File: src/rtl/irq_controller_if.sv
// irq_controller_if: groups the interrupt sources, the register access port
// and the CPU request/acknowledge handshake of irq_controller.
// master modport: the system side (sources + CPU); slave modport: the controller.

interface irq_controller_if #(
    parameter int NUM_IRQ = 8,
    parameter int ID_W    = $clog2(NUM_IRQ)
);
    // Raw interrupt sources
    logic [NUM_IRQ-1:0] irq_in;
    // Register access port (MemoryUnit I/O space)
    logic [1:0]         reg_addr;
    logic               reg_we;
    logic [NUM_IRQ-1:0] reg_d;
    logic [NUM_IRQ-1:0] reg_q;
    // CPU handshake
    logic               irq_req;
    logic [ID_W-1:0]    irq_id;
    logic               irq_ack;
    logic               irq_eoi;
    logic               in_service;

    modport master (
        output irq_in,
        output reg_addr,
        output reg_we,
        output reg_d,
        output irq_ack,
        output irq_eoi,
        input  reg_q,
        input  irq_req,
        input  irq_id,
        input  in_service
    );

    modport slave (
        input  irq_in,
        input  reg_addr,
        input  reg_we,
        input  reg_d,
        input  irq_ack,
        input  irq_eoi,
        output reg_q,
        output irq_req,
        output irq_id,
        output in_service
    );
endinterface

File: src/rtl/irq_controller.sv
// irq_controller: NUM_IRQ-channel interrupt controller.
// Each channel has edge/level mode, polarity, mask and a pending bit. The
// eligible channels (PENDING & MASK) are priority-encoded into a single
// registered request + channel ID towards the CPU. After the CPU acknowledges,
// the controller stays in service (no nesting) until end-of-interrupt.
//
// Register map (reg_addr): 0 PENDING (write-1-to-clear, edge bits only),
//                          1 MASK, 2 MODE (1 = level), 3 POLARITY (1 = active-low).
//
// Optional build macro IRQ_SYNC_EN: adds a two-flop synchroniser on every
// irq_in bit for asynchronous pins (adds two cycles of latency). Without it,
// irq_in must already be synchronous to clk.

module irq_controller #(
    parameter int NUM_IRQ        = 8,
    parameter bit PRIO_LOW_FIRST = 1'b1
) (
    input  logic               clk,
    input  logic               nreset,
    irq_controller_if.slave    bus
);

    localparam int ID_W = $clog2(NUM_IRQ);

    typedef enum logic [0:0] {
        ST_IDLE    = 1'b0,
        ST_SERVICE = 1'b1
    } state_t;

    // Architectural state
    state_t             state_q, state_d;
    logic [NUM_IRQ-1:0] mask_q, mask_d;
    logic [NUM_IRQ-1:0] mode_q, mode_d;
    logic [NUM_IRQ-1:0] pol_q, pol_d;
    logic [NUM_IRQ-1:0] pend_q, pend_d;
    logic [NUM_IRQ-1:0] hist_q, hist_d;
    logic [NUM_IRQ-1:0] rdata_q, rdata_d;
    logic               req_q, req_d;
    logic [ID_W-1:0]    id_q, id_d;
    logic [ID_W-1:0]    svc_id_q, svc_id_d;
    logic               insvc_q, insvc_d;

    // Combinational helpers
    logic [NUM_IRQ-1:0] src_s;
    logic [NUM_IRQ-1:0] norm_s;
    logic [NUM_IRQ-1:0] rise_s;
    logic [NUM_IRQ-1:0] clr_s;
    logic [NUM_IRQ-1:0] lvl_to_edge_s;
    logic [NUM_IRQ-1:0] elig_s;
    logic [NUM_IRQ-1:0] cur_onehot_s;
    logic [ID_W-1:0]    winner_s;
    logic               any_elig_s;
    logic               cur_hit_s;
    logic               wr_pend_s;
    logic               wr_mask_s;
    logic               wr_mode_s;
    logic               wr_pol_s;
    logic               ack_acc_s;

    // Priority encoder: lowest or highest set index wins depending on PRIO_LOW_FIRST.
    function automatic logic [ID_W-1:0] prio_pick(input logic [NUM_IRQ-1:0] vec);
        logic [ID_W-1:0] sel;
        sel = {ID_W{1'b0}};
        if (PRIO_LOW_FIRST) begin
            for (int i = NUM_IRQ - 1; i >= 0; i--) begin
                if (vec[i]) begin
                    sel = ID_W'(i);
                end else begin
                    sel = sel;
                end
            end
        end else begin
            for (int i = 0; i < NUM_IRQ; i++) begin
                if (vec[i]) begin
                    sel = ID_W'(i);
                end else begin
                    sel = sel;
                end
            end
        end
        return sel;
    endfunction

`ifdef IRQ_SYNC_EN
    logic [NUM_IRQ-1:0] sync1_q;
    logic [NUM_IRQ-1:0] sync2_q;

    // Two-flop synchroniser for asynchronous interrupt pins.
    always_ff @(posedge clk or negedge nreset) begin
        if (!nreset) begin
            sync1_q <= {NUM_IRQ{1'b0}};
            sync2_q <= {NUM_IRQ{1'b0}};
        end else begin
            sync1_q <= bus.irq_in;
            sync2_q <= sync1_q;
        end
    end

    assign src_s = sync2_q;
`else
    assign src_s = bus.irq_in;
`endif

    // Register-write decode and acknowledge qualification.
    always_comb begin
        wr_pend_s    = bus.reg_we && (bus.reg_addr == 2'd0);
        wr_mask_s    = bus.reg_we && (bus.reg_addr == 2'd1);
        wr_mode_s    = bus.reg_we && (bus.reg_addr == 2'd2);
        wr_pol_s     = bus.reg_we && (bus.reg_addr == 2'd3);
        // An ack only counts when a request is actually being presented.
        ack_acc_s    = (state_q == ST_IDLE) && req_q && bus.irq_ack;
        cur_onehot_s = {{(NUM_IRQ-1){1'b0}}, 1'b1} << id_q;
    end

    // Per-channel pending, configuration and edge-history next state.
    always_comb begin
        mask_d = wr_mask_s ? bus.reg_d : mask_q;
        mode_d = wr_mode_s ? bus.reg_d : mode_q;
        pol_d  = wr_pol_s  ? bus.reg_d : pol_q;

        norm_s = src_s ^ pol_q;
        rise_s = norm_s & ~hist_q;

        // Clears from software and from an accepted ack; a rising edge in the
        // same cycle still wins because rise_s is ORed in after the clear.
        clr_s = (wr_pend_s ? bus.reg_d    : {NUM_IRQ{1'b0}})
              | (ack_acc_s ? cur_onehot_s : {NUM_IRQ{1'b0}});

        // Leaving level mode discards the level-derived pending bit.
        lvl_to_edge_s = mode_q & ~mode_d;

        pend_d = (mode_d & norm_s)
               | (~mode_d & ~lvl_to_edge_s & (rise_s | (pend_q & ~clr_s)));

        // A polarity write reloads the history with the re-normalised input so
        // the polarity flip itself is never seen as an edge. The normal update
        // also covers the level->edge reload.
        hist_d = wr_pol_s ? (src_s ^ bus.reg_d) : norm_s;
    end

    // Eligible set and winner selection.
    always_comb begin
        elig_s     = pend_q & mask_q;
        any_elig_s = |elig_s;
        winner_s   = prio_pick(elig_s);
        cur_hit_s  = |(elig_s & cur_onehot_s);
    end

    // Request / service FSM: next state and registered request outputs.
    always_comb begin
        state_d  = state_q;
        req_d    = 1'b0;
        id_d     = id_q;
        svc_id_d = svc_id_q;
        case (state_q)
            ST_IDLE: begin
                if (ack_acc_s) begin
                    state_d  = ST_SERVICE;
                    svc_id_d = id_q;
                    req_d    = 1'b0;
                end else if (req_q) begin
                    // Presented ID is frozen; the request drops if the
                    // presented channel stops being eligible (masked/cleared).
                    req_d = cur_hit_s;
                end else begin
                    req_d = any_elig_s;
                    if (any_elig_s) begin
                        id_d = winner_s;
                    end else begin
                        id_d = id_q;
                    end
                end
            end
            ST_SERVICE: begin
                if (bus.irq_eoi) begin
                    state_d = ST_IDLE;
                    req_d   = any_elig_s;
                    if (any_elig_s) begin
                        id_d = winner_s;
                    end else begin
                        id_d = id_q;
                    end
                end else begin
                    state_d = ST_SERVICE;
                    req_d   = 1'b0;
                end
            end
            default: begin
                state_d = ST_IDLE;
                req_d   = 1'b0;
            end
        endcase
        insvc_d = (state_d == ST_SERVICE);
    end

    // Register read mux; data is presented one cycle after the address.
    always_comb begin
        case (bus.reg_addr)
            2'd0:    rdata_d = pend_q;
            2'd1:    rdata_d = mask_q;
            2'd2:    rdata_d = mode_q;
            2'd3:    rdata_d = pol_q;
            default: rdata_d = {NUM_IRQ{1'b0}};
        endcase
    end

    // State registers; everything clears asynchronously, including in-service.
    always_ff @(posedge clk or negedge nreset) begin
        if (!nreset) begin
            state_q  <= ST_IDLE;
            mask_q   <= {NUM_IRQ{1'b0}};
            mode_q   <= {NUM_IRQ{1'b0}};
            pol_q    <= {NUM_IRQ{1'b0}};
            pend_q   <= {NUM_IRQ{1'b0}};
            hist_q   <= {NUM_IRQ{1'b0}};
            rdata_q  <= {NUM_IRQ{1'b0}};
            req_q    <= 1'b0;
            id_q     <= {ID_W{1'b0}};
            svc_id_q <= {ID_W{1'b0}};
            insvc_q  <= 1'b0;
        end else begin
            state_q  <= state_d;
            mask_q   <= mask_d;
            mode_q   <= mode_d;
            pol_q    <= pol_d;
            pend_q   <= pend_d;
            hist_q   <= hist_d;
            rdata_q  <= rdata_d;
            req_q    <= req_d;
            id_q     <= id_d;
            svc_id_q <= svc_id_d;
            insvc_q  <= insvc_d;
        end
    end

    assign bus.reg_q      = rdata_q;
    assign bus.irq_req    = req_q;
    assign bus.irq_id     = id_q;
    assign bus.in_service = insvc_q;

endmodule
File: src/flat_wrapper.sv
// flat-port wrapper written by rule: the top's interface ports become plain ports
module irq_controller_flat 
#(
    parameter int NUM_IRQ        = 8,
    parameter bit PRIO_LOW_FIRST = 1'b1
)
  (clk, nreset, bus_irq_in, bus_reg_addr, bus_reg_we, bus_reg_d, bus_irq_ack, bus_irq_eoi, bus_reg_q, bus_irq_req, bus_irq_id, bus_in_service);
  irq_controller_if #(.NUM_IRQ(NUM_IRQ)) bus_i ();
  input  logic clk;
  input  logic nreset;
  input wire logic [$bits(bus_i.irq_in)-1:0] bus_irq_in;
  input wire logic [$bits(bus_i.reg_addr)-1:0] bus_reg_addr;
  input wire logic [$bits(bus_i.reg_we)-1:0] bus_reg_we;
  input wire logic [$bits(bus_i.reg_d)-1:0] bus_reg_d;
  input wire logic [$bits(bus_i.irq_ack)-1:0] bus_irq_ack;
  input wire logic [$bits(bus_i.irq_eoi)-1:0] bus_irq_eoi;
  output wire logic [$bits(bus_i.reg_q)-1:0] bus_reg_q;
  output wire logic [$bits(bus_i.irq_req)-1:0] bus_irq_req;
  output wire logic [$bits(bus_i.irq_id)-1:0] bus_irq_id;
  output wire logic [$bits(bus_i.in_service)-1:0] bus_in_service;
  assign bus_i.irq_in = bus_irq_in;
  assign bus_i.reg_addr = bus_reg_addr;
  assign bus_i.reg_we = bus_reg_we;
  assign bus_i.reg_d = bus_reg_d;
  assign bus_i.irq_ack = bus_irq_ack;
  assign bus_i.irq_eoi = bus_irq_eoi;
  assign bus_reg_q = bus_i.reg_q;
  assign bus_irq_req = bus_i.irq_req;
  assign bus_irq_id = bus_i.irq_id;
  assign bus_in_service = bus_i.in_service;
  irq_controller #(.NUM_IRQ(NUM_IRQ), .PRIO_LOW_FIRST(PRIO_LOW_FIRST)) u_core (.clk(clk), .nreset(nreset), .bus(bus_i));
endmodule
File: config.mk
export PLATFORM = sky130hd
export DESIGN_NAME = irq_controller_flat
export DESIGN_NICKNAME = d
export VERILOG_FILES = /design/src/rtl/irq_controller_if.sv /design/src/rtl/irq_controller.sv /design/src/flat_wrapper.sv
export SDC_FILE = /design/constraint.sdc
export NUM_CORES = 1
export LEC_CHECK = 0
export ABC_AREA = 1
export BUFFER_PORTS_ARGS = -buffer_cell sky130_fd_sc_hd__buf_4
export CAP_MARGIN = 0
export CORE_MARGIN = 2
export CORE_UTILIZATION = 61
export CTS_CLUSTER_DIAMETER = 50
export DETAILED_ROUTE_END_ITERATION = 7
export HOLD_SLACK_MARGIN = 0.03
export PLACE_DENSITY = 0.95
export SYNTH_ARGS = -nofsm -noshare
export SYNTH_HDL_FRONTEND = slang
export SYNTH_SLANG_ARGS = --single-unit
File: constraint.sdc
create_clock -name clk -period 2.5 [get_ports clk]
set_input_delay 0.25 -clock clk [delete_from_list [all_inputs] [get_ports clk]]
set_output_delay 0.25 -clock clk [all_outputs]
set_load 0.01 [all_outputs]
==> results.json <==
{
  "drv_slew": 0,
  "grt_usage_pct": 24.8,
  "yosysSeqAreaShare_pct": 49.8,
  "ys_ff_latch": 53,
  "outcome": "completed",
  "arrival_ns": 1.62,
  "synth_top_cells_by_area": "dfrtp_1 50%, nand2_1 14%, o21ai_2 5.3%",
  "end_kind": "register",
  "power_density_nw_per_um2": 838,
  "ios": 36,
  "crit_fanout": 6,
  "wire_per_inst_um": 13.3,
  "synth_top_area_share_pct": 49.8,
  "cts_resized": 0,
  "htree_levels": 2,
  "firstDrtPassIters": 5,
  "r2r_end": "u_core.pend_q[6]",
  "clock_latency_ns": 0.30,
  "core-area_um2": 4290,
  "cp_data_required_time_ns": 2.69,
  "final_util_pct": 71.5,
  "cts_buffers": 5,
  "worstHoldPathCells": 2,
  "fin_cells": 411,
  "grt_setup_unrepaired": "no",
  "skew_ns": 0.00563,
  "cts_setup_buffers": 0,
  "drive_above_1_share_pct": 20.1,
  "final_cell_area_um2": 3070,
  "p_leak_nw": 1.59,
  "slew_headroom_pct": 56.8,
  "diodes": 0,
  "drt_iter0_drc": 235,
  "die_y_um": 70.1,
  "cts_root_buffer": "clkbuf_8",
  "hold_path_class": "in -> reg",
  "period_share_pct": 56.9,
  "setup.worst_path.class": "reg -> reg",
  "power.total_mw": 2.57,
  "yosys_warnings": 0,
  "dp_cells": 402,
  "io_buffers": 35,
  "syn_avg_cell_area_um2": 8.38,
  "cts.sink_count": 53,
  "syn_nets": 341,
  "min_period_ns": 1.42,
  "grt_overflow": 0,
  "dp_hpwl_um": 4070,
  "antenna_found_initial": 0,
  "clk_pin_slew_ns": 0.09,
  "drc": 0,
  "start_kind": "register",
  "nets": 381,
  "cts_tree": "yes",
  "timing_hold_violations_final": 0,
  "ys_types": 22,
  "tightest_slew_ns": 0.648,
  "placementRows": 24,
  "cap_violations": 0,
  "die_x_um": 70.1,
  "holdBufCountCts": 1,
  "r2r_start": "u_core.state_q",
  "finalSetupViolations": 0,
  "globalplace.congestion": 1.02,
  "drt_wl_total_um": 5450,
  "vias": 2249,
  "grt_pass1_vias": 2119,
  "hp-start": "bus_irq_in[1]",
  "area_growth_pct": 15.2,
  "reg2reg_slack_ns": 1.08,
  "worst_slack_ns": 1.08,
  "grt_pass1_wl_um": 9630,
  "dieArea_um2": 4910,
  "yosys.area.top_type": "dfrtp_1",
  "syn_inst": 318,
  "worstHoldEndpoint": "u_core.hist_q[1]",
  "viasPerCell": 5.47,
  "synth_area_um2": 2670,
  "tns_ns": 0,
  "layout_commonest_cell": "nand2_1",
  "whs_ns": 0.123,
  "initial_core_util_pct": 62.1,
  "peakVddDrop_uv": 376,
  "detail-route-antenna-nets": 0,
  "ctsLongestPathBuffers": 2,
  "fmax_mhz": 703,
  "grt_max_degree": 54,
  "rr_worst_depth": 6,
  "layout_common_cells": "102 x nand2_1, 53 x dfrtp_1, 35 x buf_4",
  "place_area_um2": 2960,
  "pre_cts_ws_ns": 1.06
}
## synth_stat cells (all sizes together)
cell and number:
nand2 109, dfrtp 53, o21ai 37, inv 33, nor2 30, xor2 16, nand3 13, nand3b 8
nand4 6, o2111ai 4, buf 3, nor3 2, o211ai 2, a21oi 1, or2 1
## sequential cells by signal, summed over array words and instances (netlist names), 3 cells and up
register / count
u_core.pol_q: 8
u_core.mode_q: 8
u_core.hist_q: 8
u_core.mask_q: 8
u_core.pend_q: 8
u_core.bus.irq_id: 3
u_core.bus.reg_q: 8
## worst max path at each step
stage | end | startpoint
after floorplan | u_core.bus.irq_id[0] | u_core.state_q
after global placement | u_core.pend_q[4] | bus_reg_addr[0]
after detailed placement | u_core.pend_q[4] | bus_reg_addr[0]
after CTS | u_core.pend_q[6] | u_core.state_q
after global routing | u_core.bus.irq_req | u_core.state_q
final | u_core.pend_q[6] | u_core.state_q
## area by class of cell
type	instances	area [um^2]
Tap cell	52	65.1
Clock inverter	1	5.00
Inverter	33	124
Timing Repair Buffer	36	273
Multi-Input combinational cell	229	1180
Fill cell	332	1220
Sequential cell	53	1330
Clock buffer	7	96.3
## power breakdown
group	total [mW]	internal, mW	switching, mW
registers	1.23	1.06	0.174
logic	0.817	0.338	0.479
clock network	0.524	0.251	0.274
total	2.57	1.65	0.927
## per-layer routing
layer	global-route usage, %	share of wire, %	vias to the layer above
met5	0	0	-
met4	8.33	1.1	0
met3	5.05	6.9	8
met2	40.5	48	93
met1	33.4	43	1049
li1	-	-	1099
## worst max-delay path: stages (launching register included)
cell	delay, ns
dfrtp_1	0.43
inv_1	0.11
nand3_1	0.24
inv_1	0.24
nand3_1	0.14
nand4_1	0.10
o21ai_1	0.06
## kinds of logic after synthesis
logic type	share of synthesized area, %
xor+xnor	5.26
buf+inv	5.92
compound gates	11.3
simple gates	27.8
flops	49.8
Note: power is estimated with default switching activity, not from simulation.
